### src/rtl/gsensor_pkg.sv
// Shared constants, types and helpers for the G-sensor SPI responder.
// Optional feature macro: GSENSOR_RESP_SELFTEST_EN (self-test offsets at capture).
package gsensor_pkg;

  localparam int unsigned ADDR_W   = 6;
  localparam int unsigned DATA_W   = 8;
  localparam int unsigned SAMPLE_W = 16;
  localparam int unsigned BIT_CNT_W = 3;

  localparam logic [ADDR_W-1:0] ADDR_DEVID       = 6'h00;
  localparam logic [ADDR_W-1:0] ADDR_BW_RATE     = 6'h2C;
  localparam logic [ADDR_W-1:0] ADDR_POWER_CTL   = 6'h2D;
  localparam logic [ADDR_W-1:0] ADDR_INT_ENABLE  = 6'h2E;
  localparam logic [ADDR_W-1:0] ADDR_INT_SOURCE  = 6'h30;
  localparam logic [ADDR_W-1:0] ADDR_DATA_FORMAT = 6'h31;
  localparam logic [ADDR_W-1:0] ADDR_DATAX0      = 6'h32;
  localparam logic [ADDR_W-1:0] ADDR_DATAX1      = 6'h33;
  localparam logic [ADDR_W-1:0] ADDR_DATAY0      = 6'h34;
  localparam logic [ADDR_W-1:0] ADDR_DATAY1      = 6'h35;
  localparam logic [ADDR_W-1:0] ADDR_DATAZ0      = 6'h36;
  localparam logic [ADDR_W-1:0] ADDR_DATAZ1      = 6'h37;

  localparam logic [DATA_W-1:0] POWER_CTL_RST   = 8'h00;
  localparam logic [DATA_W-1:0] INT_ENABLE_RST  = 8'h00;
  localparam logic [DATA_W-1:0] DATA_FORMAT_RST = 8'h00;

  localparam int unsigned MEASURE_BIT    = 3;
  localparam int unsigned INT_DR_BIT     = 7;
  localparam int unsigned SELF_TEST_BIT  = 7;

  localparam logic [SAMPLE_W-1:0] SELFTEST_OFF_XY = 16'h0040;
  localparam logic [SAMPLE_W-1:0] SELFTEST_OFF_Z  = 16'hFFC0;

  typedef enum logic [1:0] {
    ST_IDLE,
    ST_CMD,
    ST_WR_DATA,
    ST_RD_DATA
  } state_e;

  typedef struct packed {
    logic [ADDR_W-1:0] addr;
    logic [DATA_W-1:0] data;
  } reg_wr_t;

  // True for the six sample data registers
  function automatic logic is_data_addr(input logic [ADDR_W-1:0] a);
    return (a >= ADDR_DATAX0) && (a <= ADDR_DATAZ1);
  endfunction

  // True for registers the initiator may write
  function automatic logic is_writable(input logic [ADDR_W-1:0] a);
    return (a == ADDR_BW_RATE) || (a == ADDR_POWER_CTL) ||
           (a == ADDR_INT_ENABLE) || (a == ADDR_DATA_FORMAT);
  endfunction

endpackage

### src/rtl/gsensor_regfile.sv
// Register storage, sample capture/pending commit, DATA_READY and int1.
// GSENSOR_RESP_SELFTEST_EN: DATA_FORMAT[7] offsets captured samples.
module gsensor_regfile
  import gsensor_pkg::*;
#(
  parameter logic [7:0] DEVID       = 8'hE5,
  parameter logic [7:0] BW_RATE_RST = 8'h0A
) (
  input  logic                clk,
  input  logic                reset_n,
  input  logic                csn_s,
  input  logic                csn_rise,
  input  logic                rd_clr,
  input  logic                wr_en,
  input  reg_wr_t             wr_req,
  input  logic [ADDR_W-1:0]   rd_addr,
  output logic [DATA_W-1:0]   rd_data_c,
  input  logic [SAMPLE_W-1:0] sample_x,
  input  logic [SAMPLE_W-1:0] sample_y,
  input  logic [SAMPLE_W-1:0] sample_z,
  input  logic                sample_valid,
  output logic                int1,
  output logic                reg_wr_stb,
  output logic [ADDR_W-1:0]   reg_wr_addr,
  output logic [DATA_W-1:0]   reg_wr_data
);

  logic [DATA_W-1:0]   bw_rate_q, bw_rate_d;
  logic [DATA_W-1:0]   power_ctl_q, power_ctl_d;
  logic [DATA_W-1:0]   int_enable_q, int_enable_d;
  logic [DATA_W-1:0]   data_format_q, data_format_d;
  logic [SAMPLE_W-1:0] dx_q, dx_d, dy_q, dy_d, dz_q, dz_d;
  logic [SAMPLE_W-1:0] px_q, px_d, py_q, py_d, pz_q, pz_d;
  logic                pend_q, pend_d;
  logic                data_ready_q, data_ready_d;
  logic                int1_q, int1_d;
  logic                stb_q, stb_d;
  logic [ADDR_W-1:0]   wr_addr_q, wr_addr_d;
  logic [DATA_W-1:0]   wr_data_q, wr_data_d;
  logic                st_on;
  logic [SAMPLE_W-1:0] cap_x, cap_y, cap_z;

`ifdef GSENSOR_RESP_SELFTEST_EN
  assign st_on = data_format_q[SELF_TEST_BIT];
`else
  assign st_on = 1'b0;
`endif

  // Self-test adjusted capture values (16-bit wrap-around)
  always_comb begin
    cap_x = sample_x + (st_on ? SELFTEST_OFF_XY : 16'h0000);
    cap_y = sample_y + (st_on ? SELFTEST_OFF_XY : 16'h0000);
    cap_z = sample_z + (st_on ? SELFTEST_OFF_Z  : 16'h0000);
  end

  // Read mux; unmapped addresses return zero
  always_comb begin
    rd_data_c = '0;
    case (rd_addr)
      ADDR_DEVID:       rd_data_c = DEVID;
      ADDR_BW_RATE:     rd_data_c = bw_rate_q;
      ADDR_POWER_CTL:   rd_data_c = power_ctl_q;
      ADDR_INT_ENABLE:  rd_data_c = int_enable_q;
      ADDR_INT_SOURCE:  rd_data_c = {data_ready_q, 7'b0};
      ADDR_DATA_FORMAT: rd_data_c = data_format_q;
      ADDR_DATAX0:      rd_data_c = dx_q[7:0];
      ADDR_DATAX1:      rd_data_c = dx_q[15:8];
      ADDR_DATAY0:      rd_data_c = dy_q[7:0];
      ADDR_DATAY1:      rd_data_c = dy_q[15:8];
      ADDR_DATAZ0:      rd_data_c = dz_q[7:0];
      ADDR_DATAZ1:      rd_data_c = dz_q[15:8];
      default:          rd_data_c = '0;
    endcase
  end

  // Next-state: register writes, sample commit, DATA_READY, interrupt
  always_comb begin
    bw_rate_d     = bw_rate_q;
    power_ctl_d   = power_ctl_q;
    int_enable_d  = int_enable_q;
    data_format_d = data_format_q;
    dx_d = dx_q; dy_d = dy_q; dz_d = dz_q;
    px_d = px_q; py_d = py_q; pz_d = pz_q;
    pend_d        = pend_q;
    data_ready_d  = data_ready_q;
    stb_d         = 1'b0;
    wr_addr_d     = wr_addr_q;
    wr_data_d     = wr_data_q;

    if (wr_en && is_writable(wr_req.addr)) begin
      stb_d     = 1'b1;
      wr_addr_d = wr_req.addr;
      wr_data_d = wr_req.data;
      case (wr_req.addr)
        ADDR_BW_RATE:     bw_rate_d     = wr_req.data;
        ADDR_POWER_CTL:   power_ctl_d   = wr_req.data;
        ADDR_INT_ENABLE:  int_enable_d  = wr_req.data;
        ADDR_DATA_FORMAT: data_format_d = wr_req.data;
        default:          ;
      endcase
    end

    // Commit takes priority over a read clear on the same CSN rise
    if (csn_rise && pend_q) begin
      dx_d = px_q; dy_d = py_q; dz_d = pz_q;
      pend_d       = 1'b0;
      data_ready_d = 1'b1;
    end else if (rd_clr) begin
      data_ready_d = 1'b0;
    end

    if (sample_valid && power_ctl_q[MEASURE_BIT]) begin
      if (csn_s) begin
        dx_d = cap_x; dy_d = cap_y; dz_d = cap_z;
        data_ready_d = 1'b1;
      end else begin
        px_d = cap_x; py_d = cap_y; pz_d = cap_z;
        pend_d = 1'b1;
      end
    end

    int1_d = data_ready_d & int_enable_d[INT_DR_BIT];
  end

  // Register state
  always_ff @(posedge clk or negedge reset_n) begin
    if (!reset_n) begin
      bw_rate_q     <= BW_RATE_RST;
      power_ctl_q   <= POWER_CTL_RST;
      int_enable_q  <= INT_ENABLE_RST;
      data_format_q <= DATA_FORMAT_RST;
      dx_q <= '0; dy_q <= '0; dz_q <= '0;
      px_q <= '0; py_q <= '0; pz_q <= '0;
      pend_q        <= 1'b0;
      data_ready_q  <= 1'b0;
      int1_q        <= 1'b0;
      stb_q         <= 1'b0;
      wr_addr_q     <= '0;
      wr_data_q     <= '0;
    end else begin
      bw_rate_q     <= bw_rate_d;
      power_ctl_q   <= power_ctl_d;
      int_enable_q  <= int_enable_d;
      data_format_q <= data_format_d;
      dx_q <= dx_d; dy_q <= dy_d; dz_q <= dz_d;
      px_q <= px_d; py_q <= py_d; pz_q <= pz_d;
      pend_q        <= pend_d;
      data_ready_q  <= data_ready_d;
      int1_q        <= int1_d;
      stb_q         <= stb_d;
      wr_addr_q     <= wr_addr_d;
      wr_data_q     <= wr_data_d;
    end
  end

  assign int1        = int1_q;
  assign reg_wr_stb  = stb_q;
  assign reg_wr_addr = wr_addr_q;
  assign reg_wr_data = wr_data_q;

endmodule

### src/rtl/gsensor_spi_responder.sv
// SPI mode-3 responder emulating the accelerometer register subset.
// Optional feature macro: GSENSOR_RESP_SELFTEST_EN (handled in gsensor_regfile).
module gsensor_spi_responder
  import gsensor_pkg::*;
#(
  parameter logic [7:0] DEVID       = 8'hE5,
  parameter logic [7:0] BW_RATE_RST = 8'h0A
) (
  input  logic                clk,
  input  logic                reset_n,
  input  logic                spi_csn,
  input  logic                spi_sclk,
  input  logic                spi_sdi,
  output logic                spi_sdo,
  output logic                spi_sdo_oe,
  input  logic [SAMPLE_W-1:0] sample_x,
  input  logic [SAMPLE_W-1:0] sample_y,
  input  logic [SAMPLE_W-1:0] sample_z,
  input  logic                sample_valid,
  output logic                int1,
  output logic                reg_wr_stb,
  output logic [ADDR_W-1:0]   reg_wr_addr,
  output logic [DATA_W-1:0]   reg_wr_data
);

  logic [1:0]           csn_sync_q, sclk_sync_q, sdi_sync_q;
  logic                 csn_prev_q, sclk_prev_q;
  logic                 csn_s, sdi_s, sclk_rise, sclk_fall, csn_rise;

  state_e               state_q, state_d;
  logic [BIT_CNT_W-1:0] bit_cnt_q, bit_cnt_d;
  logic [DATA_W-1:0]    rx_q, rx_d, tx_q, tx_d, rx_byte;
  logic [ADDR_W-1:0]    addr_q, addr_d, addr_step, rd_addr;
  logic                 mb_q, mb_d, hit_q, hit_d;
  logic                 sdo_q, sdo_d, sdo_oe_q, sdo_oe_d;
  logic                 wr_en;
  reg_wr_t              wr_req;
  logic [DATA_W-1:0]    rd_data;

  // Two-flop synchronisers plus edge-history registers
  always_ff @(posedge clk or negedge reset_n) begin
    if (!reset_n) begin
      csn_sync_q  <= 2'b11;
      sclk_sync_q <= 2'b11;
      sdi_sync_q  <= 2'b00;
      csn_prev_q  <= 1'b1;
      sclk_prev_q <= 1'b1;
    end else begin
      csn_sync_q  <= {csn_sync_q[0], spi_csn};
      sclk_sync_q <= {sclk_sync_q[0], spi_sclk};
      sdi_sync_q  <= {sdi_sync_q[0], spi_sdi};
      csn_prev_q  <= csn_sync_q[1];
      sclk_prev_q <= sclk_sync_q[1];
    end
  end

  assign csn_s     = csn_sync_q[1];
  assign sdi_s     = sdi_sync_q[1];
  assign sclk_rise = sclk_sync_q[1] & ~sclk_prev_q;
  assign sclk_fall = ~sclk_sync_q[1] & sclk_prev_q;
  assign csn_rise  = csn_s & ~csn_prev_q;

  // Frame FSM next-state, shift registers and address stepping
  always_comb begin
    state_d   = state_q;
    bit_cnt_d = bit_cnt_q;
    rx_d      = rx_q;
    tx_d      = tx_q;
    addr_d    = addr_q;
    mb_d      = mb_q;
    hit_d     = hit_q;
    sdo_d     = sdo_q;
    wr_en     = 1'b0;
    rx_byte   = {rx_q[6:0], sdi_s};
    addr_step = mb_q ? addr_q + 6'd1 : addr_q;
    rd_addr   = addr_q;
    wr_req    = '{addr: addr_q, data: rx_byte};

    case (state_q)
      ST_IDLE: begin
        bit_cnt_d = '0;
        sdo_d     = 1'b0;
        if (!csn_s) begin
          state_d = ST_CMD;
          hit_d   = 1'b0;
        end
      end
      ST_CMD: begin
        if (sclk_rise) begin
          rx_d      = rx_byte;
          bit_cnt_d = bit_cnt_q + 3'd1;
          if (bit_cnt_q == 3'd7) begin
            addr_d = rx_byte[5:0];
            mb_d   = rx_byte[6];
            if (rx_byte[7]) begin
              rd_addr = rx_byte[5:0];
              tx_d    = rd_data;
              state_d = ST_RD_DATA;
            end else begin
              state_d = ST_WR_DATA;
            end
          end
        end
      end
      ST_WR_DATA: begin
        if (sclk_rise) begin
          rx_d      = rx_byte;
          bit_cnt_d = bit_cnt_q + 3'd1;
          if (bit_cnt_q == 3'd7) begin
            wr_en  = 1'b1;
            addr_d = addr_step;
          end
        end
      end
      ST_RD_DATA: begin
        if (sclk_fall) begin
          sdo_d = tx_q[7];
          tx_d  = {tx_q[6:0], 1'b0};
        end
        if (sclk_rise) begin
          bit_cnt_d = bit_cnt_q + 3'd1;
          if (bit_cnt_q == 3'd7) begin
            if (is_data_addr(addr_q)) hit_d = 1'b1;
            addr_d  = addr_step;
            rd_addr = addr_step;
            tx_d    = rd_data;
          end
        end
      end
      default: state_d = ST_IDLE;
    endcase

    // CSN high ends the frame and drops any partial byte
    if (csn_s) begin
      state_d = ST_IDLE;
      wr_en   = 1'b0;
    end

    sdo_oe_d = (state_q == ST_RD_DATA) && !csn_s;
  end

  // FSM and datapath registers
  always_ff @(posedge clk or negedge reset_n) begin
    if (!reset_n) begin
      state_q   <= ST_IDLE;
      bit_cnt_q <= '0;
      rx_q      <= '0;
      tx_q      <= '0;
      addr_q    <= '0;
      mb_q      <= 1'b0;
      hit_q     <= 1'b0;
      sdo_q     <= 1'b0;
      sdo_oe_q  <= 1'b0;
    end else begin
      state_q   <= state_d;
      bit_cnt_q <= bit_cnt_d;
      rx_q      <= rx_d;
      tx_q      <= tx_d;
      addr_q    <= addr_d;
      mb_q      <= mb_d;
      hit_q     <= hit_d;
      sdo_q     <= sdo_d;
      sdo_oe_q  <= sdo_oe_d;
    end
  end

  assign spi_sdo    = sdo_q;
  assign spi_sdo_oe = sdo_oe_q;

  gsensor_regfile #(
    .DEVID       (DEVID),
    .BW_RATE_RST (BW_RATE_RST)
  ) u_regfile (
    .clk          (clk),
    .reset_n      (reset_n),
    .csn_s        (csn_s),
    .csn_rise     (csn_rise),
    .rd_clr       (csn_rise & hit_q),
    .wr_en        (wr_en),
    .wr_req       (wr_req),
    .rd_addr      (rd_addr),
    .rd_data_c    (rd_data),
    .sample_x     (sample_x),
    .sample_y     (sample_y),
    .sample_z     (sample_z),
    .sample_valid (sample_valid),
    .int1         (int1),
    .reg_wr_stb   (reg_wr_stb),
    .reg_wr_addr  (reg_wr_addr),
    .reg_wr_data  (reg_wr_data)
  );

endmodule
### config.mk
export PLATFORM = sky130hd
export DESIGN_NAME = gsensor_spi_responder
export DESIGN_NICKNAME = d
export VERILOG_FILES = /design/src/rtl/gsensor_pkg.sv /design/src/rtl/gsensor_regfile.sv /design/src/rtl/gsensor_spi_responder.sv
export SDC_FILE = /design/constraint.sdc
export NUM_CORES = 1
export LEC_CHECK = 0
export CORE_AREA = 2 2 122 212
export DETAILED_ROUTE_END_ITERATION = 16
export DIE_AREA = 0 0 124 214
export DONT_BUFFER_PORTS = 1
export PLACE_DENSITY = 0.48
export SLEW_MARGIN = 25
export SYNTH_ARGS = -nofsm -noshare
export SYNTH_HDL_FRONTEND = slang
export SYNTH_HIERARCHICAL = 1
export SYNTH_SLANG_ARGS = --single-unit
### constraint.sdc
create_clock -name clk -period 6.4 [get_ports clk]
set_input_delay 0.64 -clock clk [delete_from_list [all_inputs] [get_ports clk]]
set_output_delay 0.64 -clock clk [all_outputs]
set_load 0.01 [all_outputs]
# After elaboration in Yosys (flattened, before gate mapping)

Cells that the tools add are included.

Magnitude comparators: 2
Equality and inequality tests: 30
Add/sub/neg operators: 2
Muxes and demuxes: 55
Bitwise logic cells: 9
Reduce and logical (&&, ||, !) cells: 30

Operators by type and width:

| operator                                                 | number |
|---|---|
| two-way mux 16 bit                                       | 9 |
| case mux 8 bit (12 select lines)                         | 1 |
| equality test 6 bit, second input constant               | 15 |
| two-way mux 8 bit                                        | 8 |
| two-way mux 6 bit                                        | 8 |
| case mux 6 bit (2 select lines)                          | 2 |
| two-way mux 1 bit                                        | 18 |
| != test 2 bit, second input constant                     | 8 |
| case mux 8 bit (2 select lines)                          | 1 |
| AND reduction 2 bit                                      | 7 |
| AND reduction 3 bit                                      | 3 |
| adder 6 x 1 -> 6 bit, second input constant              | 1 |
| greater-or-equal comparator 6 bit, second input constant | 1 |
| <= comparator 6 bit, second input constant               | 1 |
| zero test 6 bit                                          | 1 |
| two-way mux 2 bit                                        | 3 |
| != test 3 bit, second input constant                     | 2 |
| case mux 3 bit (2 select lines)                          | 1 |
| nonzero test 2 bit                                       | 3 |
| AND 1 bit                                                | 5 |
| logical AND 1 bit                                        | 5 |
| AND reduction 5 bit                                      | 1 |
| equality test 2 bit, second input constant               | 2 |
| inverter 1 bit                                           | 4 |
| other kinds (14)                                         | 18 |

Output and inout port bits: 18
Register bits after elaboration: 184

# Logic depth before layout (Yosys ltp)

Gate-level depths: netlist (run 1).

Depth in word-level cells: 11
Gate-level depth with buffers: 15

# Hierarchy

Netlist (run 1), hierarchy kept.

Modules (own cells, without submodules):

| module                | times used | cells each | area each (µm²) | seq. area each (µm²) |
|---|---|---|---|---|
| gsensor_regfile       | 1          | 526        | 6621.4          | 3656.0 |
| gsensor_spi_responder | 1          | 186        | 1941.9          | 958.4 |

# Worst setup path before layout (run 1)

Ideal clock, no wire load.

Path kind: flip-flop to flip-flop
Start: reg bit_cnt_q[0]
End: reg tx_q[7]
Slack: 3.440 ns
Period minus slack after synthesis: 2.960 ns
Arrival time: 2.836 ns
Cell stages (with the launch flop): 13
Setup time: 0.124 ns
Cells stage by stage: dfrtp_1 -> ha_1 -> ha_1 -> and4b_1 -> a21oi_1 -> a22oi_1 -> nand2_1 -> buf_2 -> mux4_2 -> a22oi_1 -> o221ai_1 -> o22ai_1 -> a21oi_2

Cells in the longest elaborated chain, start to end: 10
Elaborated cells on any way between the ends: 27
Classes of those cells: 13 x eq/ne; 12 x mux; 2 x reduce/logical

RTL lines:

| element                                                       | line                                                      | source |
|---|---|---|
| start, declared                                               | gsensor_spi_responder.sv:31                               | `logic [BIT_CNT_W-1:0] bit_cnt_q, bit_cnt_d;` |
| start signal, assigned                                        | gsensor_spi_responder.sv:156                              | `bit_cnt_q <= bit_cnt_d;` |
| equality test 3 bit *                                         | gsensor_spi_responder.sv:92, gsensor_spi_responder.sv:122 |  |
| two-way mux 6 bit, on equally long branches (2 in series)     | --                                                        |  |
| case mux 6 bit (2 select lines) *                             | gsensor_spi_responder.sv:79                               | `case (state_q)` |
| net rd_addr[1]                                                | gsensor_spi_responder.sv:33                               | `logic [ADDR_W-1:0] addr_q, addr_d, addr_step, rd_addr;` |
| equality test 6 bit / zero test 6 bit (equally long branches) | gsensor_regfile.sv:59                                     | `case (rd_addr)` |
| case mux 8 bit (12 select lines) *                            | gsensor_regfile.sv:59                                     |  |
| net rd_data[7]                                                | gsensor_spi_responder.sv:38                               | `logic [DATA_W-1:0] rd_data;` |
| two-way mux 8 bit                                             | gsensor_spi_responder.sv:95                               | `if (rx_byte[7]) begin` |
| two-way mux 8 bit                                             | gsensor_spi_responder.sv:92                               | `if (bit_cnt_q == 3'd7) begin` |
| two-way mux 8 bit                                             | gsensor_spi_responder.sv:89                               | `if (sclk_rise) begin` |
| case mux 8 bit (2 select lines) *                             | gsensor_spi_responder.sv:79                               |  |
| end signal, assigned                                          | gsensor_spi_responder.sv:158                              | `tx_q <= tx_d;` |
| end, declared                                                 | gsensor_spi_responder.sv:32                               | `logic [DATA_W-1:0] rx_q, rx_d, tx_q, tx_d, rx_byte;` |

The timed path passes the listed nets; every way through them passes the cells marked *. The select of a mux whose other input is x is not followed.
A chain may end at the register's enable or synchronous reset.

# Worst setup path after layout (run 1)

Start: reg state_q[1]
End: reg tx_q[5]

Cells in the longest elaborated chain, start to end: 8
Elaborated cells on any way between the ends: 27
Classes of those cells: 16 x eq/ne; 8 x mux; 3 x reduce/logical

RTL lines:

| element                                                                    | line                         | source |
|---|---|---|
| start, declared                                                            | gsensor_spi_responder.sv:30  | `state_e state_q, state_d;` |
| start signal, assigned                                                     | gsensor_spi_responder.sv:155 | `state_q <= state_d;` |
| equality test 2 bit / equality test 2 x 1 -> 1 bit (equally long branches) | gsensor_spi_responder.sv:79  |  |
| case mux 6 bit (2 select lines) *                                          | gsensor_spi_responder.sv:79  |  |
| net rd_addr[1]                                                             | gsensor_spi_responder.sv:33  |  |
| equality test 6 bit / zero test 6 bit (equally long branches)              | gsensor_regfile.sv:59        |  |
| case mux 8 bit (12 select lines) *                                         | gsensor_regfile.sv:59        |  |
| net rd_data[5]                                                             | gsensor_spi_responder.sv:38  |  |
| two-way mux 8 bit                                                          | gsensor_spi_responder.sv:95  |  |
| two-way mux 8 bit                                                          | gsensor_spi_responder.sv:92  |  |
| two-way mux 8 bit                                                          | gsensor_spi_responder.sv:89  |  |
| case mux 8 bit (2 select lines) *                                          | gsensor_spi_responder.sv:79  |  |

Marks and branches as above.

==> results of run 1 <==
[what timing repair did]
action / 4_1_cts / 5_1_grt
endpoints found under the hold margin: 176 / 0
hold buffers: 1 / 0
setup endpoints to repair: 0 / 0
[report_power, final]
group / total [uW] / switching [uW] / leakage, uW / internal, uW
clock: 1140 / 470 / 0.000307 / 668
sequential: 1320 / 101 / 0.00246 / 1220
combinational: 111 / 55.8 / 0.00176 / 55.4
total: 2570 / 626 / 0.00453 / 1940
[final cells by class]
class	instances	share of cell area, %
timing repair buffer	6	0.6876
tap	312	4.125
inverter	20	0.7933
sequential	184	48.76
clock inverter	14	2.049
clock buffer	18	4.641
multi-input combinational	469	38.94
[stage by stage]
step                instances  instance area (um^2)  hold slack, ns
detailed placement        990                  8802          0.3385
global placement          990                  8802          0.3362
finish                   1023                  9463         0.03776
floorplan                 712                  8563          0.3312
CTS                      1023                  9463         0.01851
global route             1023                  9463         0.01343
[metal layers]
layer | up-vias | wire length [um]
met5 | - | 0
met4 | 0 | 905
met3 | 36 | 874
met2 | 117 | 11530
met1 | 2793 | 7962
li1 | 2531 | -
[cells in the final DEF (no fill, tap or decap), types with 4 or more instances in the layout]
master	n
mux2_1	12
a21oi_2	7
clkbuf_16	17
dfstp_2	8
mux2_2	89
a22oi_1	15
nand2_1	77
mux2i_1	60
o21ai_0	62
inv_1	19
nand3_1	8
buf_4	5
nor2_1	14
bufinv_16	4
o22ai_1	10
a21oi_1	19
inv_6	4
o221ai_1	4
ha_1	8
nor2b_1	4
nand2b_1	5
dfrtp_1	176
mux4_2	7
[flip-flops by register name, summed over array words and instances (netlist names), 2 cells and up]
name	flops
u_regfile/bw_rate_q	8
u_regfile/data_format_q	8
addr_q	6
u_regfile/dz_q	16
sclk_sync_q	2
rx_q	7
tx_q	8
sdi_sync_q	2
u_regfile/reg_wr_data	8
u_regfile/int_enable_q	8
u_regfile/dy_q	16
csn_sync_q	2
u_regfile/py_q	16
u_regfile/reg_wr_addr	6
u_regfile/dx_q	16
state_q	2
bit_cnt_q	3
u_regfile/pz_q	16
u_regfile/px_q	16
u_regfile/power_ctl_q	8
[how the worst min path moves through the flow]
stage,endpoint
floorplan,sdi_sync_q[1]
global placement,sdi_sync_q[1]
detailed placement,sdi_sync_q[1]
CTS,sclk_sync_q[0]
global route,sclk_sync_q[0]
finish,sclk_sync_q[0]
[cells by family (layout without fill, tap and decap cells)]
| logic type | Yosys count | after routing | synth area share, % |
|---|---|---|---|
| multiplexers | 169 | 169 | 22.31 |
| XOR/XNOR | 6 | 6 | 0.6138 |
| AND/OR/NAND/NOR | 145 | 145 | 8.621 |
| adder cells (fa/ha/maj) | 8 | 8 | 1.169 |
| flip-flops | 184 | 184 | 53.89 |
| buffers and inverters | 59 | 58 | 3.127 |
| AO/OA/AOI/OAI | 141 | 141 | 10.27 |
==> reports/metrics.yaml, run 1 <==
status: "finished clean"
path_cells: "inv_1 > ha_1 > and2b_2 > a21oi_1 > a22oi_1 > nand2_1 > buf_4 > nor2b_1 > a22oi_1 > o211a_1 > o211ai_1 > o22ai_1 > a21oi_2"
leakage_uw: 0.004527
htreeDepth: 4
grt.met3_usage_pct: 4.207
clock_sinks: 184
insertion_delay_ns: 0.44
worstPathMaxFanout: 30
p_total_uw: 2567
synthTopCellsByArea: "dfrtp_1 51%, mux2_2 12%, mux2i_1 7.0%, o21ai_0 3.6%, nand2_1 3.4%"
nFillCells: 2398
finalSetupViolations: 0
routed_wl_um: 21280
multi_input_area_um2: 3685
nets: 760
hold_violations: 0
peakVddDrop_mv: 0.1594
async_flop_share_pct: 100.0
synth.largest_area_cell: "dfrtp_1"
fmax_mhz: 267.9
vias_per_cell: 5.354
synth_cell_types: 65
arrival_ns: 4.10
crit_top_cell: "a22oi_1"
startpoint_type: "register"
cp_slowest_stage_delay_ns: 0.62
yosysMostFrequentCell: "dfrtp_1"
maxSlewViolCount: 0
syn-instance-count: 712
fin_crit_ns: 3.732
path_buf_inv: 2
place_congestion: 0.8275
worst_clock_skew_ns: 0.007254
grt_util_all_layers_pct: 16.87
die_w_um: 124
syn_area_per_cell_um2: 12.03
first_global_vias: 5645
r2r_end: "tx_q[5]"
r2r-start: "state_q[1]"
grt_pass1_wl_um: 33250
synth_common_cells: "176 x dfrtp_1, 89 x mux2_2, 78 x nand2_1"
syn2layout_area_growth_pct: 10.51
cp_slowest_cell: "nor2b_1"
power_density_nw_per_um2: 271.3
drt_iter0_drc: 267
synth_warnings: 6
cpLargestDelayFamily: "compound AO/OA/AOI/OAI gates"
crit_end: "tx_q[5]"
grt_overflow: 0
fp.dieArea_um2: 26540
syn_area_um2: 8563
first_pass_iters: 4
dp_hpwl_um: 14350
synth_nets: 774
layout-drive-gt1-share_pct: 22.93
wl_per_cell_um: 20.80
row_count: 76
synth_seq_cells: 184
setup_slack_ns: 2.668
fin_tns_setup_ns: 0
setup.worst_path.class: "reg -> reg"
relSlewSlack_pct: 28.71
postCtsResizedCells: 0
dieHeight_um: 214
cts_max_path_buffers: 2
use_met2_pct: 29.52
yosys.area.top_type_share_pct: 51.43
grt_antenna_before_repair: 0
worstPathRequired_ns: 6.77
synth_flop_cell: "dfrtp_1"
post-route-drc-count: 0
regToRegSetupSlack_ns: 2.67
grt_max_degree: 177
crit_path_end_kind: "register"
synth_edf_count: 0
cts_setup_buffers: 0
antenna_left: 0
core-area_um2: 24720
cts_buffers: 17
seqCellArea_um2: 4614
dp_slack_ns: 2.724
finish.utilization_pct: 38.27
hold_path_class: "in -> async"
ys_seq_area_share_pct: 53.89
initial_core_util_pct: 34.64
critPathLaunch: "state_q[1]"
diodes: 0
reg2regPathDepth: 13
maxCapViolations: 0
worstMarginPinSlew_ns: 1.055
clkTransAtPathRegs_ns: 0.07
gr-usage-met1_pct: 18.40
period_share_pct: 58.32
cts_root_buf: "clkbuf_16"
cts_tree: "yes"
num_io_pins: 72
port_buffers: 0
grt_busiest_layer: "met2"
worst-path-stages: 13
rsz0062_at_grt: "false"
routed-via-count: 5477
(Power assumes the default switching activity.)
==> run 2, diff against run 1 <==
==> constraint.sdc (replaced) <==
create_clock -name clk -period 3.8 [get_ports clk]
set_input_delay 0.38 -clock clk [delete_from_list [all_inputs] [get_ports clk]]
set_output_delay 0.38 -clock clk [all_outputs]
set_load 0.01 [all_outputs]
==> reports/metrics.yaml, run 2 (synthesized netlist as in run 1, its figures left out) <==
status: "finished with violations"  # was finished clean
violations: "hold timing"
leakage_uw: 0.004522  # was 0.004527 uW
initial_core_util_pct: 34.64  # unchanged
clock_sinks: 184  # unchanged
relSlewSlack_pct: 40.64  # was 28.71%
period_share_pct: 92.64  # was 58.32%
postCtsHoldBufs: 3  # was 1
hold_violations: 182  # was 0
maxCapViolations: 0  # unchanged
clkTransAtPathRegs_ns: 0.07  # about the same
grt_max_degree: 185  # was 177
syn2layout_area_growth_pct: 10.17  # was 10.51%
p_total_uw: 3996  # was 2567 uW
post-route-drc-count: 0  # unchanged
setup_slack_ns: 0.2795  # was 2.668 ns
num_io_pins: 72  # unchanged
setup.worst_path.class: "reg -> reg"  # unchanged
regToRegSetupSlack_ns: 0.28  # was 2.67 ns
grt_antenna_before_repair: 0  # unchanged
fin_hold_ws_ns: -0.3602  # was 0.03776 ns
path_cells: "ha_1 > ha_1 > and4b_1 > a21oi_1 > a22oi_1 > nand2_1 > buf_4 > mux4_2 > nand2_1 > o221ai_1 > o22ai_1 > a21oi_2"  # was inv_1 > ha_1 > and2b_2 > a21oi_1 > a22oi_1 > nand2_1 > buf_4 > nor2b_1 > a22oi_1 > o211a_1 > o211ai_1 > o22ai_1 > a21oi_2
cts_root_buf: "clkbuf_16"  # unchanged
nFillCells: 2430  # was 2398
postCtsResizedCells: 0  # unchanged
layout_commonest_cell: "dfrtp_1"  # unchanged
hold_path_class: "in -> async"  # unchanged
peakVddDrop_mv: 0.3091  # was 0.1594 mV
cts_max_path_buffers: 2  # unchanged
maxSlewViolCount: 0  # unchanged
dpl_cell_area_um2: 8877  # was 8802 um^2
power_density_nw_per_um2: 423.6  # was 271.3 nW/um^2
first_global_vias: 5751  # was 5645
htreeDepth: 4  # unchanged
cts_buffers: 17  # unchanged
layout-drive-gt1-share_pct: 23.24  # was 22.93%
nets: 772  # was 760
grt_pass1_wl_um: 33300  # was 33250 um
cpLargestDelayFamily: "compound AO/OA/AOI/OAI gates"  # unchanged
grt_overflow: 0  # unchanged
core-area_um2: 24720  # unchanged
cts_setup_buffers: 0  # unchanged
startpoint_type: "register"  # unchanged
diodes: 0  # unchanged
worst_clock_skew_ns: 0.008655  # was 0.007254 ns
fmax_mhz: 284.1  # was 267.9 MHz
final_area_um2: 9434  # was 9463 um^2
insertion_delay_ns: 0.44  # about the same
path_buf_inv: 1  # was 2
dp_hpwl_um: 14380  # was 14350 um
cp_slowest_stage_delay_ns: 0.54  # was 0.62 ns
vias_per_cell: 5.243  # was 5.354
fin_crit_ns: 3.521  # was 3.732 ns
die_w_um: 124  # unchanged
worstMarginPinSlew_ns: 0.8904  # was 1.055 ns
wl_per_cell_um: 20.13  # was 20.80 um
antenna_left: 0  # unchanged
crit_path_end_kind: "register"  # unchanged
fp.dieArea_um2: 26540  # unchanged
dp_slack_ns: 0.3234  # was 2.724 ns
arrival_ns: 3.84  # was 4.10 ns
cts_tree: "yes"  # unchanged
cp_slowest_cell: "mux4_2"  # was nor2b_1
routed_wl_um: 20830  # was 21280 um
layout_common_cells: "176 x dfrtp_1, 89 x mux2_2, 77 x nand2_1"  # unchanged
place_congestion: 0.8584  # was 0.8275
port_buffers: 0  # unchanged
routed-via-count: 5427  # was 5477
row_count: 76  # unchanged
finalSetupViolations: 0  # unchanged
fin_tns_setup_ns: 0  # unchanged
worstPathMaxFanout: 15  # was 30
worstPathRequired_ns: 4.12  # was 6.77 ns
first_pass_iters: 7  # was 4
dieHeight_um: 214  # unchanged
drt_iter0_drc: 363  # was 267
rsz0062_at_grt: "false"  # unchanged
grt_util_all_layers_pct: 16.74  # was 16.87%
-- run 2: final cells by class --
class / count / area (um^2) / area share [%]
sequential: 184 / 4614 / 48.91
multi-input combinational: 469 / 3685 / 39.06
clock buffer: 22 / 454.2 / 4.814
tap: 312 / 390.4 / 4.138
timing repair buffer: 18 / 142.6 / 1.512
inverter: 20 / 75.07 / 0.7958
clock inverter: 10 / 72.57 / 0.7692
-- run 2: worst paths after layout --
path,start,cells past startpoint,endpoint
setup / recovery,bit_cnt_q[0],12,tx_q[1]
hold / removal,reset_n,0,bit_cnt_q[1]
setup reg to reg,bit_cnt_q[0],12,tx_q[1]
hold reg to reg,sclk_sync_q[0],0,sclk_sync_q[1]
max in group asynchronous,reset_n,0,u_regfile/bw_rate_q[3]
min in group clk,sample_z[8],2,u_regfile/dz_q[8]
-- run 2: power breakdown --
group          internal, uW  leakage (uW)  switching, uW
sequential             2050       0.00246            152
combinational          98.8       0.00181           72.8
clock                   855      0.000250            765
-- run 2: worst reg2reg max path: stages (launching register included) --
cell and delay [ns]:
dfrtp_1 0.40, ha_1 0.21, ha_1 0.22, and4b_1 0.25, a21oi_1 0.41, a22oi_1 0.16
nand2_1 0.39, buf_4 0.33, mux4_2 0.54, nand2_1 0.09, o221ai_1 0.12, o22ai_1 0.22
a21oi_2 0.05
-- run 2: per-stage QoR --
step / hold WS [ns] / utilization [%] / instances
5_1_grt: -0.3870 / 38.16 / 1035
3_5_place_dp: 0.09480 / 35.91 / 1000
2_1_floorplan: 0.08441 / - / 712
6_report: -0.3602 / 38.16 / 1035
3_3_place_gp: 0.09344 / 35.91 / 1000
4_1_cts: -0.3797 / 38.16 / 1035
-- run 2: layer usage --
| layer | part of all wire, % | vias up | GRT usage, % |
|---|---|---|---|
| met4 | 2.7 | 0 | 7.079 |
| met5 | 0 | - | 0 |
| met3 | 3.9 | 24 | 3.781 |
| met2 | 55 | 104 | 29.32 |
| li1 | - | 2557 | - |
| met1 | 39 | 2742 | 19.21 |
